$ cat src/rtl/ro_slot_scheduler_pkg.sv
// Shared sizing and slot-owner decode for the readout-line slot scheduler.
package ro_slot_scheduler_pkg;

    localparam int unsigned N_CH  = 8;
    localparam int unsigned CNT_W = 19;
    localparam int unsigned CH_W  = 3;

    // Count of consecutive ones from bit 0; the all-ones (idle) slot is decoded separately.
    function automatic logic [CH_W-1:0] trailing_ones(input logic [N_CH-1:0] b);
        logic [CH_W-1:0] k;
        logic            run;
        k   = '0;
        run = 1'b1;
        for (int i = 0; i < N_CH; i++) begin
            if (run && b[i]) begin
                k = k + CH_W'(1);
            end else begin
                run = 1'b0;
            end
        end
        return k;
    endfunction

endpackage

$ cat src/rtl/ro_slot_scheduler_capture.sv
// Per-channel event capture: 2-FF sync, rising-edge detect, pending/polarity latch, overflow flag.
module ro_slot_scheduler_capture (
    input  logic clk_master,
    input  logic rstb,
    input  logic in_eve,
    input  logic in_pol_eve,
    input  logic mask,
    input  logic serve,
    input  logic ovf_clr,
    output logic pending,
    output logic pol,
    output logic ovf
);

    logic eve_s1_q, eve_s2_q, eve_prev_q;
    logic pol_s1_q, pol_s2_q;
    logic pending_q, pending_d;
    logic pol_q, pol_d;
    logic ovf_q, ovf_d;
    logic rise, drop;

    always_comb begin
        rise      = eve_s2_q & ~eve_prev_q;
        drop      = mask & rise & pending_q & ~serve;
        pending_d = pending_q;
        pol_d     = pol_q;
        ovf_d     = ovf_q;
        if (!mask) begin
            pending_d = 1'b0;
        end else if (rise) begin
            // A rise on the serve edge replaces the served event; otherwise the first one is kept.
            pending_d = 1'b1;
            if (!drop) begin
                pol_d = pol_s2_q;
            end
        end else if (serve) begin
            pending_d = 1'b0;
        end
        if (drop) begin
            ovf_d = 1'b1;
        end else if (ovf_clr) begin
            ovf_d = 1'b0;
        end
    end

    always_ff @(posedge clk_master or negedge rstb) begin
        if (!rstb) begin
            eve_s1_q   <= 1'b0;
            eve_s2_q   <= 1'b0;
            eve_prev_q <= 1'b0;
            pol_s1_q   <= 1'b0;
            pol_s2_q   <= 1'b0;
            pending_q  <= 1'b0;
            pol_q      <= 1'b0;
            ovf_q      <= 1'b0;
        end else begin
            eve_s1_q   <= in_eve;
            eve_s2_q   <= eve_s1_q;
            eve_prev_q <= eve_s2_q;
            pol_s1_q   <= in_pol_eve;
            pol_s2_q   <= pol_s1_q;
            pending_q  <= pending_d;
            pol_q      <= pol_d;
            ovf_q      <= ovf_d;
        end
    end

    assign pending = pending_q;
    assign pol     = pol_q;
    assign ovf     = ovf_q;

endmodule

$ cat src/rtl/ro_slot_scheduler.sv
// Master gray counter and binary-weighted slot scheduler serialising channel events
// onto one readout pair with channel id and frame sync.
module ro_slot_scheduler
    import ro_slot_scheduler_pkg::*;
(
    input  logic             clk_master,
    input  logic             rstb,
    input  logic             en,
    input  logic [N_CH-1:0]  ch_mask,
    input  logic [N_CH-1:0]  in_eve,
    input  logic [N_CH-1:0]  in_pol_eve,
    input  logic             ovf_clr,
    output logic [CNT_W-1:0] gray,
    output logic [N_CH-1:0]  slot_grant,
    output logic             out_mux_eve,
    output logic             out_mux_pol_eve,
    output logic             out_valid,
    output logic [CH_W-1:0]  out_ch,
    output logic             frame_sync,
    output logic [N_CH-1:0]  ovf_sticky
);

    logic [CNT_W-1:0] bin_q, bin_d, bin_inc, gray_q, gray_d;
    logic [N_CH-1:0]  grant_q, grant_d, serve_vec, pending, pol;
    logic [CH_W-1:0]  ch_q, ch_d, owner;
    logic             valid_q, valid_d, mpol_q, mpol_d, fs_q, fs_d;
    logic             idle, served_eve;

    always_comb begin
        bin_inc    = bin_q + CNT_W'(1);
        owner      = trailing_ones(bin_q[N_CH-1:0]);
        idle       = &bin_q[N_CH-1:0];
        served_eve = pending[owner] & ch_mask[owner];
        serve_vec  = '0;
        if (en && !idle) begin
            serve_vec[owner] = 1'b1;
        end

        bin_d   = bin_q;
        gray_d  = gray_q;
        grant_d = '0;
        ch_d    = ch_q;
        valid_d = 1'b0;
        mpol_d  = 1'b0;
        fs_d    = 1'b0;
        if (en) begin
            bin_d  = bin_inc;
            gray_d = bin_inc ^ (bin_inc >> 1);
            if (idle) begin
                ch_d = '0;
                fs_d = 1'b1;
            end else begin
                grant_d = serve_vec;
                ch_d    = owner;
                valid_d = served_eve;
                mpol_d  = served_eve & pol[owner];
            end
        end
    end

    always_ff @(posedge clk_master or negedge rstb) begin
        if (!rstb) begin
            bin_q   <= '0;
            gray_q  <= '0;
            grant_q <= '0;
            ch_q    <= '0;
            valid_q <= 1'b0;
            mpol_q  <= 1'b0;
            fs_q    <= 1'b0;
        end else begin
            bin_q   <= bin_d;
            gray_q  <= gray_d;
            grant_q <= grant_d;
            ch_q    <= ch_d;
            valid_q <= valid_d;
            mpol_q  <= mpol_d;
            fs_q    <= fs_d;
        end
    end

    for (genvar i = 0; i < N_CH; i++) begin : g_ch
        ro_slot_scheduler_capture u_capture (
            .clk_master (clk_master),
            .rstb       (rstb),
            .in_eve     (in_eve[i]),
            .in_pol_eve (in_pol_eve[i]),
            .mask       (ch_mask[i]),
            .serve      (serve_vec[i]),
            .ovf_clr    (ovf_clr),
            .pending    (pending[i]),
            .pol        (pol[i]),
            .ovf        (ovf_sticky[i])
        );
    end

    assign gray            = gray_q;
    assign slot_grant      = grant_q;
    assign out_ch          = ch_q;
    assign out_valid       = valid_q;
    assign out_mux_eve     = valid_q;
    assign out_mux_pol_eve = mpol_q;
    assign frame_sync      = fs_q;

endmodule

$ cat config.mk
export PLATFORM = sky130hd
export DESIGN_NAME = ro_slot_scheduler
export DESIGN_NICKNAME = d
export VERILOG_FILES = /design/src/rtl/ro_slot_scheduler_pkg.sv /design/src/rtl/ro_slot_scheduler_capture.sv /design/src/rtl/ro_slot_scheduler.sv
export SDC_FILE = /design/constraint.sdc
export NUM_CORES = 1
export LEC_CHECK = 0
export ABC_CLOCK_PERIOD_IN_PS = 7620
export BUFFER_PORTS_ARGS = -buffer_cell sky130_fd_sc_hd__buf_2
export CAP_MARGIN = 20
export CORE_MARGIN = 5
export CORE_UTILIZATION = 52
export CTS_BUF_LIST = sky130_fd_sc_hd__clkbuf_16
export DETAILED_ROUTE_END_ITERATION = 16
export PLACE_DENSITY = 0.84
export SLEW_MARGIN = 30
export SYNTH_ARGS = -nofsm -noshare
export SYNTH_HDL_FRONTEND = slang
export SYNTH_SLANG_ARGS = --single-unit
export TNS_END_PERCENT = 5
$ cat constraint.sdc
create_clock -name clk_master -period 7.62 [get_ports clk_master]
set_input_delay 1.524 -clock clk_master [delete_from_list [all_inputs] [get_ports clk_master]]
set_output_delay 1.524 -clock clk_master [all_outputs]
set_load 0.01 [all_outputs]
Word level (Yosys, flattened, before mapping). Index checks and enable logic that the tools add are counted.

$add $sub $neg: 8. $lt $le $gt $ge: 2. Equal/unequal tests: 8. Mux-type cells: 66. Bitwise logic cells: 59. Reductions and logical operators: 27.

Operator list (count): $mux 1 (51); $and 1x1->1 (34); $mux 8 (3); $ne 3x1->1 const B (8); $not 1->1 (24); $reduce_and 3->1 (8); $mux 3 (7); $add 19x1->19 const B (1); $xor 19x18->19 (1); $add 3x1->3 const B (6); $reduce_bool 2->1 (8); $bmux 1 s3 (3); $logic_and 1x1->1 (9); $reduce_and 8->1 (1); $lt 3x4->1 const B (1); $demux 1 s3 (1); $ge 3x1->1 const B (1); $add 1x1->2 const B (1); $mux 2 (1); $logic_not 1->1 (1).

Register bits after elaboration: 116. Input port bits: 28. Output and inout port bits: 42. Logic and storage cells: 241.

Logic depth before layout (Yosys ltp). Gate-level depths: netlist (run 1).

Word-level depth: 24. Depth in mapped cells: 23. Gate-level depth less buffers: 22.

Modules after synthesis. From an unflattened synthesis (run 1), not the netlist that was laid out.

Cell total of the unflattened synthesis: 476. Area total of the unflattened synthesis: 5317.6 um^2.

Modules (own cells, without submodules): ro_slot_scheduler (times used 1, cells an instance 340, area each 3135.5 um^2, seq. area each 1276.2 um^2); ro_slot_scheduler_capture (times used 8, cells an instance 17, area each 272.8 um^2, seq. area each 200.2 um^2).

Least setup slack after synthesis (run 1). OpenSTA, ideal clock, no wires.

Path type: reg-to-reg. From: register bin_q[1]. To: register g_ch[6].u_capture.pol_q. Library setup time: 125 ps. Data arrival time: 4973 ps. Required time: 7495 ps. Setup slack: 2521 ps. Stages on the path, launching flop included: 23. Clock period less this slack: 5099 ps. Cells stage by stage: dfrtp_1 ha_1 nand2_1 xnor2_1 ha_1 nand2b_1 o31ai_1 a21oi_1 ha_1 mux2_2 ha_1 mux2i_1 a2111oi_4 ha_1 mux2_2 ha_1 mux2_2 mux2i_1 buf_4 a211oi_2 and3_2 o21ai_1 mux2_4.

Word-level cells in the longest chain between the ends: 23. Elaborated cells between the ends (all ways): 39. Those cells by class: add/sub (6); order compare (2); mux (16); bitwise (3); reduce/logical (12).

RTL lines: start: declaration (line ro_slot_scheduler.sv:23) `logic [CNT_W-1:0] bin_q, bin_d, bin_inc, gray_q, gray_d;`; start signal: assignment (line ro_slot_scheduler.sv:71) `bin_q <= bin_d;`; $logic_and 1x1->1 (line ro_slot_scheduler_pkg.sv:15) `if (run && b[i]) begin`; $mux 2 / $mux 1 (equally long branches) (line ro_slot_scheduler_pkg.sv:15); $add 3x1->3 / $logic_and 1x1->1 (equally long branches) (line ro_slot_scheduler_pkg.sv:16, ro_slot_scheduler_pkg.sv:15); $mux 3 / $mux 1 (equally long branches) (line ro_slot_scheduler_pkg.sv:15); $add 3x1->3 / $logic_and 1x1->1 (equally long branches) (line ro_slot_scheduler_pkg.sv:16, ro_slot_scheduler_pkg.sv:15); $mux 3 / $mux 1 (equally long branches) (line ro_slot_scheduler_pkg.sv:15); $add 3x1->3 / $logic_and 1x1->1 (equally long branches) (line ro_slot_scheduler_pkg.sv:16, ro_slot_scheduler_pkg.sv:15); $mux 3 / $mux 1 (equally long branches) (line ro_slot_scheduler_pkg.sv:15); [7 not listed]; $logic_and 1x1->1 (implied by the code) (line ro_slot_scheduler.sv:36) `serve_vec[owner] = 1'b1;`; $mux 1 (implied by the code) (line ro_slot_scheduler.sv:36); $demux 1 s3 (line ro_slot_scheduler.sv:36); $mux 8 * (line ro_slot_scheduler.sv:35) `if (en && !idle) begin`; $not 1->1 * (line ro_slot_scheduler_capture.sv:24) `drop = mask & rise & pending_q & ~serve;`; $and 1x1->1 * (line ro_slot_scheduler_capture.sv:24); $not 1->1 (no line) *; $reduce_and 3->1 (no line) *; end signal: assignment (line ro_slot_scheduler_capture.sv:63) `pol_q <= pol_d;`; end: declaration (line ro_slot_scheduler_capture.sv:18) `logic pol_q, pol_d;`.

Mark *: on every way between the ends. The rest lies on a longest branch, timed or not. A chain may end at the register's enable or synchronous reset.

Worst setup path in the final report (run 1).
From: register bin_q[0]. To: register g_ch[4].u_capture.pol_q.

Word-level cells in the longest chain between the ends: 24. Elaborated cells between the ends (all ways): 42. Those cells by class: add/sub (7); order compare (2); mux (18); bitwise (3); reduce/logical (12).

RTL lines (line): $mux 1 (ro_slot_scheduler_pkg.sv:15); $add 1x1->2 / $logic_and 1x1->1 (equally long branches) (ro_slot_scheduler_pkg.sv:16, ro_slot_scheduler_pkg.sv:15); $mux 2 / $mux 1 (equally long branches) (ro_slot_scheduler_pkg.sv:15); $add 3x1->3 / $logic_and 1x1->1 (equally long branches) (ro_slot_scheduler_pkg.sv:16, ro_slot_scheduler_pkg.sv:15); $mux 3 / $mux 1 (equally long branches) (ro_slot_scheduler_pkg.sv:15); $add 3x1->3 / $logic_and 1x1->1 (equally long branches) (ro_slot_scheduler_pkg.sv:16, ro_slot_scheduler_pkg.sv:15); $mux 3 / $mux 1 (equally long branches) (ro_slot_scheduler_pkg.sv:15); $add 3x1->3 / $logic_and 1x1->1 (equally long branches) (ro_slot_scheduler_pkg.sv:16, ro_slot_scheduler_pkg.sv:15); [8 not listed]; $logic_and 1x1->1 (implied by the code) (ro_slot_scheduler.sv:36); $mux 1 (implied by the code) (ro_slot_scheduler.sv:36); $demux 1 s3 (ro_slot_scheduler.sv:36); $mux 8 * (ro_slot_scheduler.sv:35); $not 1->1 * (ro_slot_scheduler_capture.sv:24); $and 1x1->1 * (ro_slot_scheduler_capture.sv:24); $not 1->1 (no line) *; $reduce_and 3->1 (no line) *; end signal: assignment (ro_slot_scheduler_capture.sv:63); end: declaration (ro_slot_scheduler_capture.sv:18).

Marked as above.

==> flow_summary.json, run 1 <==
{
  "async_flop_share": 1.00,
  "hold_viol": 0,
  "grt_pass1_wl_um": 19000,
  "grt_setup_unrepaired": "no",
  "io_buffers": 69,
  "firstDrtPassIters": 5,
  "synth_cell_types": 58,
  "setup_violations": 0,
  "fin_crit_ns": 5.83,
  "p_leak_nw": 2.86,
  "irDropWorstVdd_mv": 0.149,
  "period_share": 0.765,
  "tritoncts": "yes",
  "clock_latency_ns": 0.42,
  "ys_ff_latch": 115,
  "ant_nets": 0,
  "vias": 3747,
  "syn2layout_area_growth_pct": 17.4,
  "drv_slew": 0,
  "core_um2": 10200,
  "ff2ff_setup_slack_ns": 1.79,
  "drc_errors": 0,
  "n_antenna_cell": 0,
  "die_y_um": 111,
  "start_kind": "flop",
  "yosys-top-cells-area": "dfrtp_1 54%, xnor2_1 6.4%, a21oi_1 2.8%, nand2_1 2.7%, nor2_1 2.7%",
  "h-tree-depth": 4,
  "syn_area_um2": 5340,
  "antenna_found_initial": 0,
  "drtIter0Drc": 239,
  "maxCapViolCount": 0,
  "p_sw_frac": 0.322,
  "arrival_ns": 6.12,
  "worstHoldEndpoint": "g_ch[1].u_capture.eve_s2_q$_DFF_PN0_",
  "start_util": 0.524,
  "max_stage_delay_ns": 0.60,
  "nets": 578,
  "wire_per_inst_um": 16.2,
  "path_delay_family": "adder cells",
  "max-slew-margin-rel": 0.360,
  "grt_max_degree": 70,
  "drive_above_1_share": 0.229,
  "die_width_um": 111,
  "power_frac_seq": 0.359,
  "p_per_area_nw_per_um2": 352,
  "syn_nets": 527,
  "cts.repair.resized": 0,
  "power_mw": 2.21,
  "outcome": "finished clean",
  "p_clk_frac": 0.371,
  "crit_required_ns": 7.91,
  "routed_wl_um": 11200,
  "cp-end-kind": "flop",
  "netlist_top_cells_count": "115 x dfrtp_1, 39 x xnor2_1, 38 x nand2_1, 38 x nor2_1, 30 x a21oi_1",
  "holdCritStartpoint": "g_ch[1].u_capture.eve_s1_q$_DFF_PN0_",
  "cts_num_sinks": 115,
  "cts_hold_buf": 0,
  "power_switching_mw": 0.710,
  "power.share.combinational": 0.270,
  "synth_top_area_frac": 0.539,
  "crit_type": "flop to flop",
  "intPower_mw": 1.50,
  "die_area_um2": 12400,
  "io_pins": 70,
  "hold_path.class": "flop to flop",
  "synth_edf_count": 0,
  "skew_ns": 0.00748,
  "cts.clk_slew.worst_paths_ns": 0.05,
  "r2r-end": "g_ch[4].u_capture.pol$_DFFE_PN0P_",
  "yosys_most_used_dff": "dfrtp_1",
  "fillers": 774,
  "tns_ns": 0,
  "multi_input_area_um2": 2160,
  "clockBufferDepth": 2,
  "critPathBufInv": 1,
  "tightestPinTransition_ns": 0.960,
  "reg2regPathDepth": 22,
  "postSynthCellCount": 491,
  "vias_per_cell": 5.43,
  "crit_fanout": 12,
  "seq_area_frac_synth": 0.539,
  "cp_common_cell": "ha_1",
  "cts_setup_buffers": 0,
  "dp_hpwl_um": 7620,
  "avgSynthCellArea_um2": 10.9,
  "crit_chain": "ha_1 > nand2_1 > xnor2_1 > ha_1 > nand2b_1 > o31ai_1 > a21oi_1 > ha_1 > mux2_2 > ha_1 > mux2i_1 > a2111oi_4 > ha_1 > mux2_2 > ha_1 > mux2_2 > mux2i_1 > buf_4 > o211ai_1 > nor3_2 > o21ai_1 > mux2_1",
  "cts-buffers-inserted": 17,
  "cp.depth": 22,
  "row_count": 37,
  "yosysMostFrequentCell": "dfrtp_1",
  "grt_pass1_vias": 3873,
  "cts-root-buf": "clkbuf_16",
  "register_area_um2": 2880,
  "grt-ovfl-total": 0,
  "grt.total_usage": 0.190,
  "hold_depth": 0,
  "gp_congestion": 0.875,
  "cp_slowest_cell": "dfrtp_1",
  "fmax_mhz": 171,
  "post-synth-top-area-cell": "dfrtp_1",
  "worstReg2RegStart": "bin_q[0]$_DFFE_PN0P_",
  "yosysWarnings": 0
}
-- metal layers --
metal,vias to the layer above,track usage,wire length (um)
li1,1792,-,-
met3,19,0.0502,590
met1,1837,0.238,4680
met2,99,0.317,5730
met5,-,0,0
met4,0,0.0706,193
-- cell usage in the layout, fill, tap and decap left out, types with 3 or more instances in the layout --
cell	synthesis	final
clkinvlp_4	0	3
nand3_1	18	18
inv_1	23	24
mux2_1	5	5
clkbuf_16	0	17
o22ai_1	13	13
buf_4	13	3
nand4_1	7	7
mux2i_1	7	7
and3_1	6	6
o21ai_1	5	5
bufinv_16	0	4
xnor2_1	39	39
nand3b_1	6	6
a21oi_1	30	30
buf_2	7	68
o21ai_0	14	14
ha_1	8	8
mux2_2	11	11
dfrtp_1	115	115
o31ai_1	3	3
a21o_1	3	3
xor2_1	16	16
o211ai_1	4	4
clkinv_2	0	3
nand2_1	38	38
and4_1	3	3
o32ai_1	3	3
nor2_1	38	38
-- flip-flops by register name, summed over array words and instances, names as in the netlist --
name	count
g_ch.u_capture.ovf	8
out_ch	3
g_ch.u_capture.eve_prev_q	8
out_mux_eve	1
bin_q	19
g_ch.u_capture.pol_s1_q	8
g_ch.u_capture.pending	8
g_ch.u_capture.eve_s2_q	8
g_ch.u_capture.eve_s1_q	8
gray	18
g_ch.u_capture.pol	8
g_ch.u_capture.pol_s2_q	8
frame_sync	1
slot_grant	8
out_mux_pol_eve	1
-- cell type report --
type / count / share of cell area
repair buffers: 71 / 0.0579
clock buffers: 17 / 0.0679
well taps: 136 / 0.0272
inverters: 23 / 0.0138
clock inverters: 14 / 0.0300
multi-input cells: 314 / 0.344
flip-flops and latches: 115 / 0.459
-- logic make-up (layout without fill, tap and decap cells) --
family	Yosys count	in the layout	share of synthesized area
flip-flops	115	115	0.539
multiplexers	25	25	0.0539
XOR/XNOR	55	55	0.0902
AO/OA/AOI/OAI	93	93	0.114
AND/OR/NAND/NOR	133	133	0.127
adder cells (fa/ha/maj)	8	8	0.0187
buffers and inverters	62	125	0.0572
-- power by group through the flow --
stage / Sequential (mW) / Combinational, mW / Clock, mW
CTS: 0.791 / 0.598 / 0.829
global placement: 0.794 / 0.571 / 0
finish: 0.792 / 0.597 / 0.818
global route: 0.808 / 0.653 / 0.861
detailed placement: 0.798 / 0.587 / 0
floorplan: 0.764 / 0.482 / 0
-- worst max-delay path by stage --
stage                    startpoint                                end  slack (ns)
2_1_floorplan  bin_q[1]$_DFFE_PN0P_  g_ch[6].u_capture.pol$_DFFE_PN0P_        2.52
3_3_place_gp   bin_q[0]$_DFFE_PN0P_  g_ch[4].u_capture.pol$_DFFE_PN0P_        2.04
3_5_place_dp   bin_q[0]$_DFFE_PN0P_  g_ch[4].u_capture.pol$_DFFE_PN0P_        1.89
4_1_cts        bin_q[0]$_DFFE_PN0P_  g_ch[4].u_capture.pol$_DFFE_PN0P_        1.84
5_1_grt        bin_q[0]$_DFFE_PN0P_  g_ch[4].u_capture.pol$_DFFE_PN0P_        1.44
6_report       bin_q[0]$_DFFE_PN0P_  g_ch[4].u_capture.pol$_DFFE_PN0P_        1.79
-- per-stage QoR --
| step | instance area (um^2) | util | hold slack, ns | instances | setup WS [ns] |
|---|---|---|---|---|---|
| 6_report | 6270 | 0.615 | 0.344 | 690 | 1.79 |
| 5_1_grt | 6270 | 0.615 | 0.353 | 690 | 1.44 |
| 4_1_cts | 6270 | 0.615 | 0.347 | 690 | 1.84 |
| 3_5_place_dp | 5650 | 0.555 | 0.335 | 659 | 1.89 |
| 3_3_place_gp | 5650 | 0.555 | 0.332 | 659 | 2.04 |
| 2_1_floorplan | 5340 | - | 0.331 | 491 | 2.52 |
-- worst register-to-register path: cells and delay by family, from the launching register on --
family,cells,cell delay (ns)
AO/OA/AOI/OAI,5,0.88
XOR/XNOR,1,0.18
adder cells (fa/ha/maj),6,1.83
buffers and inverters,1,0.21
flip-flops,1,0.60
multiplexers,6,1.36
AND/OR/NAND/NOR,3,0.66
Power figures use the tool's default switching activity.
==> inputs of run 2 (changes only) <==
ABC_AREA = 1   (was unset)
ABC_CLOCK_PERIOD_IN_PS = 5500   (was 7620)
clock period = 5.5 ns   (was 7.62 ns; I/O delays follow)
==> run 2 against run 1 <==
  * Non-clock buffer count stayed put
  * Largest cell class unchanged
  * Utilization is 1.5 points higher
  * Largest power group is now sequential cells
  * Critical path depth is 9 higher
==> flow_summary.json, run 2 <==
{
  "outcome": "finished clean",
  "grt_setup_unrepaired": "no",
  "netlist_top_cells_count": "156 x nand2_1, 115 x dfrtp_1, 73 x inv_1, 51 x nand3_1, 33 x nor2_1",
  "crit_fanout": 7,
  "syn_nets": 614,
  "cp-end-kind": "flop",
  "routed_wl_um": 11500,
  "largest_reg_flops": 19,
  "n_antenna_cell": 0,
  "max-slew-margin-rel": 0.540,
  "crit_required_ns": 5.80,
  "holdCritStartpoint": "g_ch[5].u_capture.pol_s1_q$_DFF_PN0_",
  "cts_hold_buf": 0,
  "nets": 685,
  "dp_hpwl_um": 7730,
  "r2r-end": "g_ch[5].u_capture.pol$_DFFE_PN0P_",
  "seq_area_frac_synth": 0.557,
  "wire_per_inst_um": 14.5,
  "tritoncts": "yes",
  "drive_above_1_share": 0.198,
  "period_share": 0.890,
  "io_pins": 70,
  "synth_top_area_frac": 0.557,
  "drv_slew": 0,
  "fin_crit_ns": 4.90,
  "max_stage_delay_ns": 0.48,
  "syn_area_um2": 5160,
  "cts_setup_buffers": 0,
  "vias": 4218,
  "grt-ovfl-total": 0,
  "grt_pass1_vias": 4211,
  "vias_per_cell": 5.31,
  "crit_type": "flop to flop",
  "pre_cts_slack_ns": 0.710,
  "die_area_um2": 12000,
  "cp_common_cell": "nand2_1",
  "hold_viol": 0,
  "synth_cell_types": 37,
  "antenna_found_initial": 0,
  "skew_ns": 0.0127,
  "grt.total_usage": 0.209,
  "async_flop_share": 1.00,
  "cts.clk_slew.worst_paths_ns": 0.05,
  "final_util": 0.630,
  "firstDrtPassIters": 5,
  "arrival_ns": 5.19,
  "yosysWarnings": 0,
  "tightestPinTransition_ns": 0.689,
  "cts_num_sinks": 115,
  "instances_no_fill": 794,
  "reg2regPathDepth": 31,
  "yosys_most_used_dff": "dfrtp_1",
  "worst_slack_ns": 0.604,
  "p_per_area_nw_per_um2": 495,
  "syn2layout_area_growth_pct": 18.7,
  "io_buffers": 69,
  "row_count": 36,
  "h-tree-depth": 4,
  "gp_congestion": 0.880,
  "setup_violations": 0,
  "hold_path.class": "flop to flop",
  "grt_pass1_wl_um": 19400,
  "die_width_um": 110,
  "tns_ns": 0,
  "hold_depth": 0,
  "ys_ff_latch": 115,
  "dp_cells": 763,
  "worstReg2RegStart": "bin_q[0]$_DFFE_PN0P_",
  "drc_errors": 0,
  "yosysMostFrequentCell": "nand2_1",
  "regMostFlops": "bin_q",
  "ant_nets": 0,
  "p_leak_nw": 3.16,
  "postSynthCellCount": 578,
  "die_y_um": 110,
  "cts-buffers-inserted": 17,
  "start_kind": "flop",
  "final_common_cell": "nand2_1",
  "fmax_mhz": 204,
  "cts-root-buf": "clkbuf_16",
  "irDropWorstVdd_mv": 0.235,
  "post-synth-top-area-cell": "dfrtp_1",
  "start_util": 0.531,
  "grt_max_degree": 76,
  "cp_slowest_cell": "dfrtp_1",
  "ff2ff_setup_slack_ns": 0.60,
  "cts.repair.resized": 0,
  "worstHoldEndpoint": "g_ch[5].u_capture.pol_s2_q$_DFF_PN0_",
  "clock_latency_ns": 0.41,
  "core_um2": 9730,
  "clockBufferDepth": 2,
  "maxCapViolCount": 0,
  "yosys-top-cells-area": "dfrtp_1 56%, nand2_1 11%, inv_1 5.3%, nand3_1 4.9%, o21ai_0 2.4%",
  "avgSynthCellArea_um2": 8.93,
  "layout_common_cells": "156 x nand2_1, 115 x dfrtp_1, 76 x inv_1",
  "drtIter0Drc": 365,
  "synth_edf_count": 0
}
==> run 2: changes by cell type after synthesis, sizes merged, moves of 7 or more <==
| cell | previous run | this run |
|---|---|---|
| nand2 | 38 | 165 |
| mux2i | 7 | 0 |
| o22ai | 13 | 5 |
| clkbuf | 14 | 7 |
| xnor2 | 39 | 3 |
| a21oi | 31 | 4 |
| and3 | 7 | 0 |
| buf | 25 | 12 |
| inv | 23 | 77 |
| nand3 | 19 | 58 |
| mux2 | 17 | 0 |
==> run 2: layer usage <==
layer	GRT usage	vias up	part of all wire
met4	0.102	0	0.034
met5	0	-	0
met3	0.0540	44	0.059
met2	0.346	155	0.51
li1	-	1978	-
met1	0.254	2041	0.40
==> run 2: worst max path at each step <==
stage | startpoint | end | slack [ns] | cells after the start
2_1_floorplan | bin_q[0]$_DFFE_PN0P_ | g_ch[4].u_capture.pol$_DFFE_PN0P_ | 1.21 | 31
3_3_place_gp | bin_q[0]$_DFFE_PN0P_ | g_ch[4].u_capture.pol$_DFFE_PN0P_ | 1.07 | 31
3_5_place_dp | bin_q[0]$_DFFE_PN0P_ | g_ch[4].u_capture.pol$_DFFE_PN0P_ | 0.71 | 31
4_1_cts | bin_q[0]$_DFFE_PN0P_ | g_ch[5].u_capture.pol$_DFFE_PN0P_ | 0.69 | 31
5_1_grt | bin_q[0]$_DFFE_PN0P_ | g_ch[5].u_capture.pol$_DFFE_PN0P_ | 0.17 | 31
6_report | bin_q[0]$_DFFE_PN0P_ | g_ch[5].u_capture.pol$_DFFE_PN0P_ | 0.60 | 31
==> run 2: kinds of logic (layout without fill, tap and decap cells) <==
logic type / Yosys count / in the layout / share of synthesized area
simple gates: 291 / 291 / 0.259
flops: 115 / 115 / 0.557
buf+inv: 96 / 179 / 0.0788
compound gates: 54 / 54 / 0.0616
xor+xnor: 14 / 14 / 0.0238
fa+ha+maj: 8 / 8 / 0.0194
==> run 2: critical path: cells and delay by family, from the launching register on <==
family,cells,cell delay [ns]
DFF,1,0.48
buffers and inverters,3,0.18
xor gates and xnor gates,1,0.14
and+or+nand+nor,21,2.45
adders and majority gates,6,1.57
==> run 2: area by class of cell <==
| type | instances | area, um^2 |
|---|---|---|
| Clock buffer | 17 | 425 |
| Inverter | 77 | 289 |
| Timing Repair Buffer | 71 | 367 |
| Fill cell | 796 | 3600 |
| Multi-Input combinational cell | 367 | 1880 |
| Sequential cell | 115 | 2880 |
| Tap cell | 133 | 166 |
| Clock inverter | 14 | 125 |
==> run 2: stage by stage <==
stage / hold WS [ns] / instance area, um^2 / power, mW
2_1_floorplan: 0.331 / 5160 / 1.76
3_3_place_gp: 0.332 / 5570 / 1.95
3_5_place_dp: 0.335 / 5570 / 2.02
4_1_cts: 0.347 / 6120 / 3.05
5_1_grt: 0.348 / 6130 / 3.23
6_report: 0.341 / 6130 / 3.04
==> run 2: power breakdown <==
group | internal, mW | switching [mW]
clock network | 0.651 | 0.364
logic | 0.317 | 0.599
registers | 0.994 | 0.110
total | 1.96 | 1.07
